===== src/rtl/dvid2vga_if.sv =====
// Lane words into the TMDS receiver and decoded VGA-domain signals out of it.
interface dvid2vga_if;
    logic [9:0] in_red, in_green, in_blue;
    logic [7:0] out_red, out_green, out_blue;
    logic       out_hsync, out_vsync, out_blank, out_locked;
    logic [3:0] out_offset;

    modport master (
        output in_red, in_green, in_blue,
        input  out_red, out_green, out_blue, out_hsync, out_vsync,
        input  out_blank, out_locked, out_offset
    );

    modport slave (
        input  in_red, in_green, in_blue,
        output out_red, out_green, out_blue, out_hsync, out_vsync,
        output out_blank, out_locked, out_offset
    );
endinterface


===== src/rtl/dvid2vga.sv =====
// TMDS receiver: hunts symbol alignment on control-token runs, then decodes
// the three lanes back to 8-bit RGB plus hsync/vsync/blank.
module dvid2vga_lane (
    input  logic       clk_pixel,
    input  logic       reset_n,
    input  logic [9:0] din,
    input  logic [3:0] offset,
    output logic       is_tok,
    output logic [1:0] ctl,
    output logic [7:0] data
);
    logic [9:0] r0, r1, sym;
    logic [9:0] aligned;
    logic [7:0] t;

    // r1 is the older word, so it forms the low half of the window
    assign aligned = 10'({r0, r1} >> offset);

    always_ff @(posedge clk_pixel or negedge reset_n) begin
        if (!reset_n) begin
            r0  <= '0;
            r1  <= '0;
            sym <= '0;
        end else begin
            r0  <= din;
            r1  <= r0;
            sym <= aligned;
        end
    end

    always_comb begin
        is_tok = 1'b1;
        ctl    = 2'b00;
        case (sym)
            10'h354: ctl = 2'b00;
            10'h0AB: ctl = 2'b01;
            10'h154: ctl = 2'b10;
            10'h2AB: ctl = 2'b11;
            default: is_tok = 1'b0;
        endcase
    end

    always_comb begin
        t       = sym[9] ? ~sym[7:0] : sym[7:0];
        data    = '0;
        data[0] = t[0];
        for (int i = 1; i < 8; i++)
            data[i] = sym[8] ? (t[i] ^ t[i-1]) : ~(t[i] ^ t[i-1]);
    end
endmodule

module dvid2vga #(
    parameter int C_lock_tokens = 8,
    parameter int C_timeout     = 4096
) (
    input  logic      clk_pixel,
    input  logic      reset_n,
    dvid2vga_if.slave bus
);
    localparam int NUM_LANES = 3;
    localparam int RUN_W     = $clog2(C_lock_tokens + 1);
    localparam int WD_W      = $clog2(C_timeout + 1);
    localparam logic [RUN_W-1:0] RUN_MAX = RUN_W'(C_lock_tokens);
    localparam logic [WD_W-1:0]  WD_MAX  = WD_W'(C_timeout);
    localparam logic [WD_W-1:0]  WD_SLIP = WD_W'(C_timeout - 1);
    localparam logic [0:0] S_SEARCH = 1'b0;
    localparam logic [0:0] S_LOCKED = 1'b1;

    // lane 0 = blue (carries the syncs), 1 = green, 2 = red
    logic [NUM_LANES-1:0][9:0] lane_in;
    logic [NUM_LANES-1:0]      lane_tok;
    logic [NUM_LANES-1:0][1:0] lane_ctl;
    logic [NUM_LANES-1:0][7:0] lane_data;

    logic [0:0]                state, state_nxt;
    logic [3:0]                offset;
    logic [RUN_W-1:0]          run, run_inc;
    logic [WD_W-1:0]           wd;
    logic                      all_tok, hit, slip;
    logic [1:0]                held;
    logic [NUM_LANES-1:0][7:0] rgb;
    logic                      hsync, vsync, blank;
    logic                      unused_ctl;

    assign lane_in = {bus.in_red, bus.in_green, bus.in_blue};

    generate
        for (genvar g = 0; g < NUM_LANES; g++) begin : g_lane
            dvid2vga_lane u_lane (
                .clk_pixel (clk_pixel),
                .reset_n   (reset_n),
                .din       (lane_in[g]),
                .offset    (offset),
                .is_tok    (lane_tok[g]),
                .ctl       (lane_ctl[g]),
                .data      (lane_data[g])
            );
        end
    endgenerate

    assign unused_ctl = ^lane_ctl[NUM_LANES-1:1];

    always_comb begin
        all_tok   = &lane_tok;
        run_inc   = all_tok ? ((run == RUN_MAX) ? run : run + 1'b1) : '0;
        hit       = all_tok && (run_inc == RUN_MAX);
        // a lock on the same edge as a watchdog expiry suppresses the slip
        slip      = !hit && (wd == WD_SLIP);
        state_nxt = hit ? S_LOCKED : (slip ? S_SEARCH : state);
    end

    always_ff @(posedge clk_pixel or negedge reset_n) begin
        if (!reset_n) begin
            state  <= S_SEARCH;
            offset <= '0;
            run    <= '0;
            wd     <= '0;
            held   <= '0;
            rgb    <= '0;
            hsync  <= 1'b0;
            vsync  <= 1'b0;
            blank  <= 1'b1;
        end else begin
            state <= state_nxt;
            if (hit) begin
                run <= run_inc;
                wd  <= '0;
            end else if (slip) begin
                run    <= '0;
                wd     <= '0;
                offset <= (offset == 4'd9) ? 4'd0 : offset + 4'd1;
            end else begin
                run <= run_inc;
                if (wd != WD_MAX)
                    wd <= wd + 1'b1;
            end

            if (all_tok)
                held <= lane_ctl[0];

            // gate on the next state so the lock edge already shows token syncs
            if (state_nxt == S_LOCKED && all_tok) begin
                blank          <= 1'b1;
                rgb            <= '0;
                {vsync, hsync} <= lane_ctl[0];
            end else if (state_nxt == S_LOCKED) begin
                blank          <= 1'b0;
                rgb            <= lane_data;
                {vsync, hsync} <= held;
            end else begin
                blank          <= 1'b1;
                rgb            <= '0;
                {vsync, hsync} <= 2'b00;
            end
        end
    end

    assign bus.out_blue   = rgb[0];
    assign bus.out_green  = rgb[1];
    assign bus.out_red    = rgb[2];
    assign bus.out_hsync  = hsync;
    assign bus.out_vsync  = vsync;
    assign bus.out_blank  = blank;
    assign bus.out_locked = (state == S_LOCKED);
    assign bus.out_offset = offset;
endmodule


===== src/flat_wrapper.sv =====
// flat-port wrapper written by rule: the top's interface ports become plain ports
module dvid2vga_flat 
#(
    parameter int C_lock_tokens = 8,
    parameter int C_timeout     = 4096
)
  (clk_pixel, reset_n, bus_in_red, bus_in_green, bus_in_blue, bus_out_red, bus_out_green, bus_out_blue, bus_out_hsync, bus_out_vsync, bus_out_blank, bus_out_locked, bus_out_offset);
  dvid2vga_if bus_i ();
  input  logic clk_pixel;
  input  logic reset_n;
  input wire logic [$bits(bus_i.in_red)-1:0] bus_in_red;
  input wire logic [$bits(bus_i.in_green)-1:0] bus_in_green;
  input wire logic [$bits(bus_i.in_blue)-1:0] bus_in_blue;
  output wire logic [$bits(bus_i.out_red)-1:0] bus_out_red;
  output wire logic [$bits(bus_i.out_green)-1:0] bus_out_green;
  output wire logic [$bits(bus_i.out_blue)-1:0] bus_out_blue;
  output wire logic [$bits(bus_i.out_hsync)-1:0] bus_out_hsync;
  output wire logic [$bits(bus_i.out_vsync)-1:0] bus_out_vsync;
  output wire logic [$bits(bus_i.out_blank)-1:0] bus_out_blank;
  output wire logic [$bits(bus_i.out_locked)-1:0] bus_out_locked;
  output wire logic [$bits(bus_i.out_offset)-1:0] bus_out_offset;
  assign bus_i.in_red = bus_in_red;
  assign bus_i.in_green = bus_in_green;
  assign bus_i.in_blue = bus_in_blue;
  assign bus_out_red = bus_i.out_red;
  assign bus_out_green = bus_i.out_green;
  assign bus_out_blue = bus_i.out_blue;
  assign bus_out_hsync = bus_i.out_hsync;
  assign bus_out_vsync = bus_i.out_vsync;
  assign bus_out_blank = bus_i.out_blank;
  assign bus_out_locked = bus_i.out_locked;
  assign bus_out_offset = bus_i.out_offset;
  dvid2vga #(.C_lock_tokens(C_lock_tokens), .C_timeout(C_timeout)) u_core (.clk_pixel(clk_pixel), .reset_n(reset_n), .bus(bus_i));
endmodule

===== config.mk =====
export PLATFORM = sky130hd
export DESIGN_NAME = dvid2vga_flat
export DESIGN_NICKNAME = d
export VERILOG_FILES = /design/src/rtl/dvid2vga_if.sv /design/src/rtl/dvid2vga.sv /design/src/flat_wrapper.sv
export SDC_FILE = /design/constraint.sdc
export NUM_CORES = 1
export LEC_CHECK = 0
export CORE_ASPECT_RATIO = 0.9
export CORE_UTILIZATION = 54
export CTS_BUF_LIST = sky130_fd_sc_hd__clkbuf_4
export DETAILED_ROUTE_END_ITERATION = 8
export PLACE_DENSITY = 0.82
export RECOVER_POWER = 50
export SKIP_LAST_GASP = 1
export SLEW_MARGIN = 5
export SYNTH_ARGS = -nofsm -noshare
export SYNTH_HDL_FRONTEND = slang
export SYNTH_SLANG_ARGS = --single-unit

===== constraint.sdc =====
create_clock -name clk_pixel -period 2.3 [get_ports clk_pixel]
set_input_delay 0.345 -clock clk_pixel [delete_from_list [all_inputs] [get_ports clk_pixel]]
set_output_delay 0.345 -clock clk_pixel [all_outputs]
set_load 0.005 [all_outputs]

After elaboration in Yosys (flattened, before gate mapping)
Index checks and enable logic that the tools add are counted. Widths: inputs -> output; s select.

Flip-flop bits (word level): 141. Input port bits: 32.

$add $sub $neg: 3. Equal/unequal tests: 17. Shift-type cells: 3. Multiplexer cells: 46. Bitwise operators: 46. Reduce and logical (&&, ||, !) cells: 10.

Operators with widths (count): $eq 10x10->1 const B (6); $shr 20x4->10 (3); $mux 24 (2); $mux 13 (3); $mux 1 (32); $eq 10x8->1 const B (3); $eq 10x9->1 const B (3); $mux 8 (3); $not 8->8 (3); $not 1->1 (22); $xor 1x1->1 (21); $mux 4 (5); $add 13x1->13 const B (1); $eq 13x12->1 const B (1); $ne 13x13->1 const B (1); $eq 4x4->1 const B (3); $reduce_or 4->1 (3); $add 4x1->4 const B (2); $pmux 2 s3 (1); $logic_and 1x1->1 (3); $reduce_and 3->1 (1); $reduce_bool 3->1 (1); $reduce_and 2->1 (1); $logic_not 1->1 (1).

Depth between registers and ports, before layout
Depth after elaboration: 13. Depth in mapped cells: 8. Gate-level depth less buffers: 7.

By module
Synthesis repeated with hierarchy kept, for this count alone.

Cells, all modules: 573. Area total of the unflattened synthesis: 7817.5 µm².

By module, submodules not included: dvid2vga_lane (instances 3, cells an instance 132, area each 1880.6 µm², seq. area each 750.7 µm²); dvid2vga (instances 1, cells an instance 177, area each 2175.8 µm², seq. area each 1277.5 µm²).

Worst setup path before layout
No wires, ideal clock.

Path type: register -> register. Start point: register u_core.g_lane[2].u_lane.sym[4]. End point: register u_core.hsync (netlist: u_core.bus.out_hsync). Setup time: 0.121 ns. Data arrival time: 2.117 ns. Required time: 2.179 ns. Slack: 0.062 ns. Stages on the path, launching flop included: 7. Cells stage by stage: dfrtp_1 > nand4bb_1 > or4_1 > a222oi_1 > buf_4 > mux2_4 > a32o_2.

Word-level cells in the longest chain between the ends: 13. Elaborated cells on any way between the ends: 17. Those cells by class: eq/ne (5); mux (6); reduce/logical (6).

RTL lines: start, declared (line dvid2vga.sv:12) `logic [9:0] r0, r1, sym;`; start signal, assigned (line dvid2vga.sv:27) `sym <= aligned;`; $eq 10x10->1 (tied with other cells) (line dvid2vga.sv:34) `case (sym)`; $reduce_or 4->1 (no source line) *; $mux 1 * (line dvid2vga.sv:34); $reduce_and 3->1 * (line dvid2vga.sv:104) `all_tok = &lane_tok;`; $mux 4 (line dvid2vga.sv:105) `run_inc = all_tok ? ((run == RUN_MAX) ? run : run + 1'b1) : '0;`; $eq 4x4->1 (line dvid2vga.sv:106) `hit = all_tok && (run_inc == RUN_MAX);`; $logic_and 1x1->1 (line dvid2vga.sv:106); $logic_not 1->1 (line dvid2vga.sv:108) `slip = !hit && (wd == WD_SLIP);`; $logic_and 1x1->1 (line dvid2vga.sv:108); $mux 1 (2 in series) (line dvid2vga.sv:109) `state_nxt = hit ? S_LOCKED : (slip ? S_SEARCH : state);`; $mux 1 or $logic_and 1x1->1 (tied branches) (line dvid2vga.sv:146, dvid2vga.sv:142); $mux 1 * (line dvid2vga.sv:142) `if (state_nxt == S_LOCKED && all_tok) begin`; end signal, assigned (line dvid2vga.sv:145) `{vsync, hsync} <= lane_ctl[0];`; end signal, assigned (line dvid2vga.sv:149) `{vsync, hsync} <= held;`; end, declared (line dvid2vga.sv:82) `logic hsync, vsync, blank;`.

Mark *: on every way between the ends. The rest lies on a longest branch, timed or not. A chain may end at the register's enable or synchronous reset.

Worst setup path in the final report
Start point: register u_core.g_lane[0].u_lane.sym[4]. End point: register u_core.hsync (netlist: u_core.bus.out_hsync).

Word-level cells in the longest chain between the ends: 13. Elaborated cells on any way between the ends: 18. Those cells by class: eq/ne (5); mux (7); reduce/logical (6).

RTL lines (line): start, declared (dvid2vga.sv:12); start signal, assigned (dvid2vga.sv:27); $eq 10x10->1 (tied with other cells) (dvid2vga.sv:34); $reduce_or 4->1 (no source line); $mux 1 (dvid2vga.sv:34); $reduce_and 3->1 (dvid2vga.sv:104); $mux 4 (dvid2vga.sv:105); $eq 4x4->1 (dvid2vga.sv:106); $logic_and 1x1->1 (dvid2vga.sv:106); $logic_not 1->1 (dvid2vga.sv:108); $logic_and 1x1->1 (dvid2vga.sv:108); $mux 1 (2 in series) (dvid2vga.sv:109); $mux 1 or $logic_and 1x1->1 (tied branches) (dvid2vga.sv:146, dvid2vga.sv:142); $mux 1 * (dvid2vga.sv:142).

Marks and branches as above.

==> impl_metrics.prom <==
# TYPE chip_impl_metric gauge
chip_impl_metric{name="first_pass_grt_wire_length",unit="microns"} 22200
chip_impl_metric{name="slew-limit-headroom",unit="%"} 17.1
chip_impl_info{name="critPathSlowestCell",value="sky130_fd_sc_hd__or4_4"} 1
chip_impl_metric{name="cts_num_sinks",unit=""} 141
chip_impl_metric{name="postSynthCellCount",unit=""} 562
chip_impl_metric{name="route.final.wire_length",unit="microns"} 13100
chip_impl_info{name="timing.hold.worst.start",value="bus_in_red[9]"} 1
chip_impl_metric{name="multi_input_area",unit="sq um"} 3050
chip_impl_metric{name="max_clock_freq",unit="MHz"} 428
chip_impl_info{name="yosys.cell_count.top_type",value="sky130_fd_sc_hd__dfrtp_1"} 1
chip_impl_metric{name="floorplan.core_area",unit="sq um"} 12100
chip_impl_metric{name="worst-slew-pin-transition",unit="ns"} 1.24
chip_impl_info{name="status",value="complete, but fails checks"} 1
chip_impl_metric{name="dp_hpwl",unit="microns"} 9430
chip_impl_metric{name="nets",unit=""} 679
chip_impl_metric{name="path_clk_slew",unit="ns"} 0.12
chip_impl_metric{name="synthesis.nets",unit=""} 598
chip_impl_metric{name="worst-r2r-setup-slack",unit="ns"} -0.03
chip_impl_info{name="clock_tree.root_cell",value="sky130_fd_sc_hd__clkbuf_4"} 1
chip_impl_metric{name="critical_path.max_stage_delay",unit="ns"} 0.45
chip_impl_metric{name="area_delta_synth_final",unit="%"} 18.9
chip_impl_metric{name="drive_above_1_share",unit="%"} 17.9
chip_impl_metric{name="globalRouteTotalUtil",unit="%"} 22.5
chip_impl_info{name="min_path_type",value="in -> reg"} 1
chip_impl_metric{name="number_of_antenna_violations_at_the_first_check_in_global_routing",unit=""} 0
chip_impl_metric{name="powerDensity",unit="nW/um^2"} 566
chip_impl_metric{name="die_width",unit="microns"} 120
chip_impl_metric{name="die-area",unit="sq um"} 13000
chip_impl_metric{name="dpl_worst_slack",unit="ns"} -0.157
chip_impl_metric{name="place.gp.congestion",unit=""} 0.906
chip_impl_info{name="rsz0062_at_grt",value="true"} 1
chip_impl_info{name="failed_checks",value="setup timing"} 1
chip_impl_metric{name="layout_min_cycle_time",unit="ns"} 2.33
chip_impl_metric{name="synthArstFlopShare",unit="%"} 100
chip_impl_metric{name="number_of_antenna_repair_diodes",unit=""} 0
chip_impl_metric{name="count_of_endpoints_failing_setup_in_the_final_report",unit=""} 2
chip_impl_metric{name="synthDominantCellAreaShare",unit="%"} 51.9
chip_impl_metric{name="cap_viol_max_count",unit=""} 0
chip_impl_info{name="post_synth_most_frequent_cells",value="140 x sky130_fd_sc_hd__dfrtp_1, 61 x sky130_fd_sc_hd__nor2_1, 47 x sky130_fd_sc_hd__mux2i_1, 42 x sky130_fd_sc_hd__xnor2_1, 34 x sky130_fd_sc_hd__a21oi_1"} 1
chip_impl_metric{name="design.portCount",unit=""} 64
chip_impl_metric{name="worst_ir_drop_vdd",unit="uV"} 358
chip_impl_metric{name="post-route-drc-count",unit=""} 0
chip_impl_metric{name="worst_ep_arrival_time",unit="ns"} 2.77
chip_impl_info{name="post-synth-top-area-cell",value="sky130_fd_sc_hd__dfrtp_1"} 1
chip_impl_metric{name="power_leakage",unit="nW"} 3.28
chip_impl_metric{name="grt_pass1_vias",unit=""} 4432
chip_impl_metric{name="cp.required",unit="ns"} 2.74
chip_impl_metric{name="fin_worst_skew",unit="ns"} 0.0218
chip_impl_metric{name="cp_num_buf_inv",unit=""} 1
chip_impl_info{name="path_delay_family",value="simple AND/OR/NAND/NOR gates"} 1
chip_impl_metric{name="layout_worst_path_cycle_share",unit="%"} 101
chip_impl_info{name="synthTopCellsByArea",value="sky130_fd_sc_hd__dfrtp_1 52%, sky130_fd_sc_hd__mux4_2 8.0%, sky130_fd_sc_hd__mux2i_1 7.0%"} 1
chip_impl_info{name="tritoncts",value="yes"} 1
chip_impl_metric{name="drt-vias-per-instance",unit=""} 5.68
chip_impl_info{name="ff_to_ff_start",value="u_core.g_lane[0].u_lane.sym[4]"} 1
chip_impl_metric{name="avgSynthCellArea",unit="sq um"} 12.0
chip_impl_metric{name="drt-initial-drc-count",unit=""} 340
chip_impl_metric{name="detailedRoute.firstPassIterationCount",unit=""} 6
chip_impl_metric{name="vertical_die_dimension",unit="microns"} 108
chip_impl_metric{name="cts-htree-levels",unit=""} 4
chip_impl_metric{name="grt_overflow",unit=""} 0
chip_impl_info{name="min_delay_worst_endpoint",value="u_core.g_lane[2].u_lane.r0[9]"} 1
chip_impl_metric{name="n_fill_cell",unit=""} 962
chip_impl_metric{name="timing.final.hold_violations",unit=""} 0
chip_impl_info{name="worst_r2r_endpoint",value="u_core.bus.out_hsync"} 1
chip_impl_metric{name="sequential_cell_area",unit="sq um"} 3530
chip_impl_metric{name="synth_warnings",unit=""} 0
chip_impl_info{name="endpoint_kind",value="register"} 1
chip_impl_info{name="synth_ff_type",value="sky130_fd_sc_hd__dfrtp_1"} 1
chip_impl_metric{name="initial_core_util",unit="%"} 55.7
chip_impl_metric{name="postSynthRegisterBits",unit=""} 141
chip_impl_info{name="crit_type",value="reg -> reg"} 1
chip_impl_metric{name="synth.yosys.seq_area_share",unit="%"} 52.3
chip_impl_metric{name="path_max_fanout",unit=""} 4
chip_impl_metric{name="numPortBuffers",unit=""} 63
chip_impl_metric{name="worstSkewPairLatency",unit="ns"} 0.55
chip_impl_metric{name="placed_cell_area",unit="sq um"} 7670
chip_impl_metric{name="whs_path_depth",unit=""} 1
chip_impl_metric{name="route.antenna.remaining_nets",unit=""} 0
chip_impl_metric{name="route.detailed.wl_per_inst",unit="microns"} 16.1
chip_impl_metric{name="final-max-slew-violation-count",unit=""} 0
chip_impl_metric{name="edff_count_synth",unit=""} 0
chip_impl_metric{name="cts_max_path_buffers",unit=""} 2
chip_impl_metric{name="worst_slack",unit="ns"} -0.0344
chip_impl_metric{name="synth.lib_cells_used.distinct",unit=""} 54
chip_impl_metric{name="numCtsBuffers",unit=""} 17
chip_impl_info{name="startpoint_type",value="register"} 1
chip_impl_metric{name="netlist_area_before_placement",unit="sq um"} 6760
chip_impl_metric{name="reg2reg_depth",unit=""} 6
chip_impl_metric{name="final_design_area_no_fill",unit="sq um"} 8030
chip_impl_metric{name="grt_start_max_net_pins",unit=""} 56
chip_impl_metric{name="vias",unit=""} 4616
chip_impl_info{name="worstPathCellList",value="nand4bb_4 -> or4_4 -> a222oi_1 -> buf_4 -> mux2_4 -> a32o_2"} 1
chip_impl_metric{name="fp-row-count",unit=""} 38
-- what timing repair did --
item | 4_1_cts | 5_1_grt
gates resized for setup | 3 | 7
setup endpoints to repair | 28 | 17
setup buffers | 6 | 2
gates cloned | 0 | 0
hold buffers | 1 | 0
pin swaps | 5 | 2
hold endpoints to repair | 50 | 0
-- kinds of logic (layout without fill, tap and decap cells) --
family                     after synthesis  in the layout  synth area share, %
and+or+nand+nor                        142            142                 10.5
DFF                                    141            141                 52.3
AOI/OAI and AO/OA                       95             95                 9.04
muxes                                   86             86                 17.6
xor gates and xnor gates                50             50                 6.48
buffers and inverters                   44            135                 3.41
adders and majority gates                4              4                0.741
-- state kept, by name (all words and copies together), names as in the netlist --
name,cells
u_core.bus.out_offset,4
u_core.wd,13
u_core.bus.out_red,8
u_core.g_lane.u_lane.r0,30
u_core.bus.out_green,8
u_core.bus.out_vsync,1
u_core.run,4
u_core.held,2
u_core.g_lane.u_lane.sym,30
u_core.bus.out_blank,1
u_core.g_lane.u_lane.r1,30
u_core.bus.out_locked,1
u_core.bus.out_hsync,1
u_core.bus.out_blue,8
-- layer usage --
metal  up-vias  part of all wire [%]  track usage, %
li1       2182                     -               -
met3        21                   6.0            6.07
met2       144                    47            34.1
met5         -                     0               0
met4         0                   1.7            9.11
met1      2269                    45            30.9
-- per-stage QoR --
stage	total power, W	instances	TNS, ns	hold WS [ns]	utilization, %
2_1_floorplan	0.00287	562	0	0.0494	-
3_3_place_gp	0.00303	775	-0.157	0.311	63.3
3_5_place_dp	0.00305	775	-1.55	0.321	63.3
4_1_cts	0.00461	811	-0.00681	0.165	66.1
5_1_grt	0.00476	813	-0.220	0.276	66.3
6_report	0.00455	813	-0.0550	0.329	66.3
-- worst register-to-register path, delay by kind of cell (launching register included) --
family / cells / cell delay (ns)
and+or+nand+nor: 2 / 0.70
AOI/OAI and AO/OA: 2 / 0.59
DFF: 1 / 0.42
muxes: 1 / 0.31
buffers and inverters: 1 / 0.21
-- final cells by class --
class	instances	share of cell area (%)
Clock buffer	19	1.78
Clock inverter	10	1.56
Inverter	8	0.374
Multi-Input combinational cell	377	37.9
Sequential cell	141	44.0
Tap cell	160	2.49
Timing Repair Buffer	98	11.9
-- worst max path at each step --
stage | startpoint | endpoint | slack (ns) | depth (start not counted)
after floorplan | u_core.g_lane[2].u_lane.sym[4] | u_core.bus.out_hsync | 0.06 | 6
after global placement | u_core.g_lane[2].u_lane.sym[4] | u_core.bus.out_hsync | -0.08 | 6
after detailed placement | u_core.g_lane[0].u_lane.sym[4] | u_core.bus.out_hsync | -0.16 | 6
after CTS | u_core.g_lane[2].u_lane.sym[4] | u_core.bus.out_hsync | -0.007 | 7
after global routing | u_core.g_lane[2].u_lane.sym[4] | u_core.bus.out_hsync | -0.07 | 6
final | u_core.g_lane[0].u_lane.sym[4] | u_core.bus.out_hsync | -0.03 | 6
-- cell usage in the layout (no fill, tap or decap), types with 3 or more instances in the layout --
cell type	count
sky130_fd_sc_hd__mux2i_1	47
sky130_fd_sc_hd__clkbuf_4	21
sky130_fd_sc_hd__clkinv_1	3
sky130_fd_sc_hd__dfrtp_1	138
sky130_fd_sc_hd__dlygate4sd3_1	31
sky130_fd_sc_hd__o221ai_1	3
sky130_fd_sc_hd__mux2_2	13
sky130_fd_sc_hd__buf_12	5
sky130_fd_sc_hd__bufinv_16	3
sky130_fd_sc_hd__xor2_1	8
sky130_fd_sc_hd__o21a_1	6
sky130_fd_sc_hd__o21ai_0	17
sky130_fd_sc_hd__clkinv_2	3
sky130_fd_sc_hd__ha_1	4
sky130_fd_sc_hd__nor2b_1	11
sky130_fd_sc_hd__a22oi_1	3
sky130_fd_sc_hd__mux4_2	24
sky130_fd_sc_hd__inv_1	7
sky130_fd_sc_hd__nor4_1	3
sky130_fd_sc_hd__nor3_1	4
sky130_fd_sc_hd__clkdlybuf4s50_1	32
sky130_fd_sc_hd__nand4_1	7
sky130_fd_sc_hd__xnor2_1	42
sky130_fd_sc_hd__nand3_1	8
sky130_fd_sc_hd__nor2_1	61
sky130_fd_sc_hd__a21oi_1	34
sky130_fd_sc_hd__a211oi_1	12
sky130_fd_sc_hd__buf_4	27
sky130_fd_sc_hd__nand2b_1	4
sky130_fd_sc_hd__a21o_1	3
sky130_fd_sc_hd__nand2_1	23
sky130_fd_sc_hd__o22ai_1	5
-- report_power, final --
group	switching (W)	internal, W	leakage [nW]
clock	0.000808	0.000745	0.150
combinational	0.000175	0.000190	1.39
sequential	0.0000712	0.00256	1.74
total	0.00105	0.00349	3.28
Note: power is estimated with default switching activity, not from simulation.
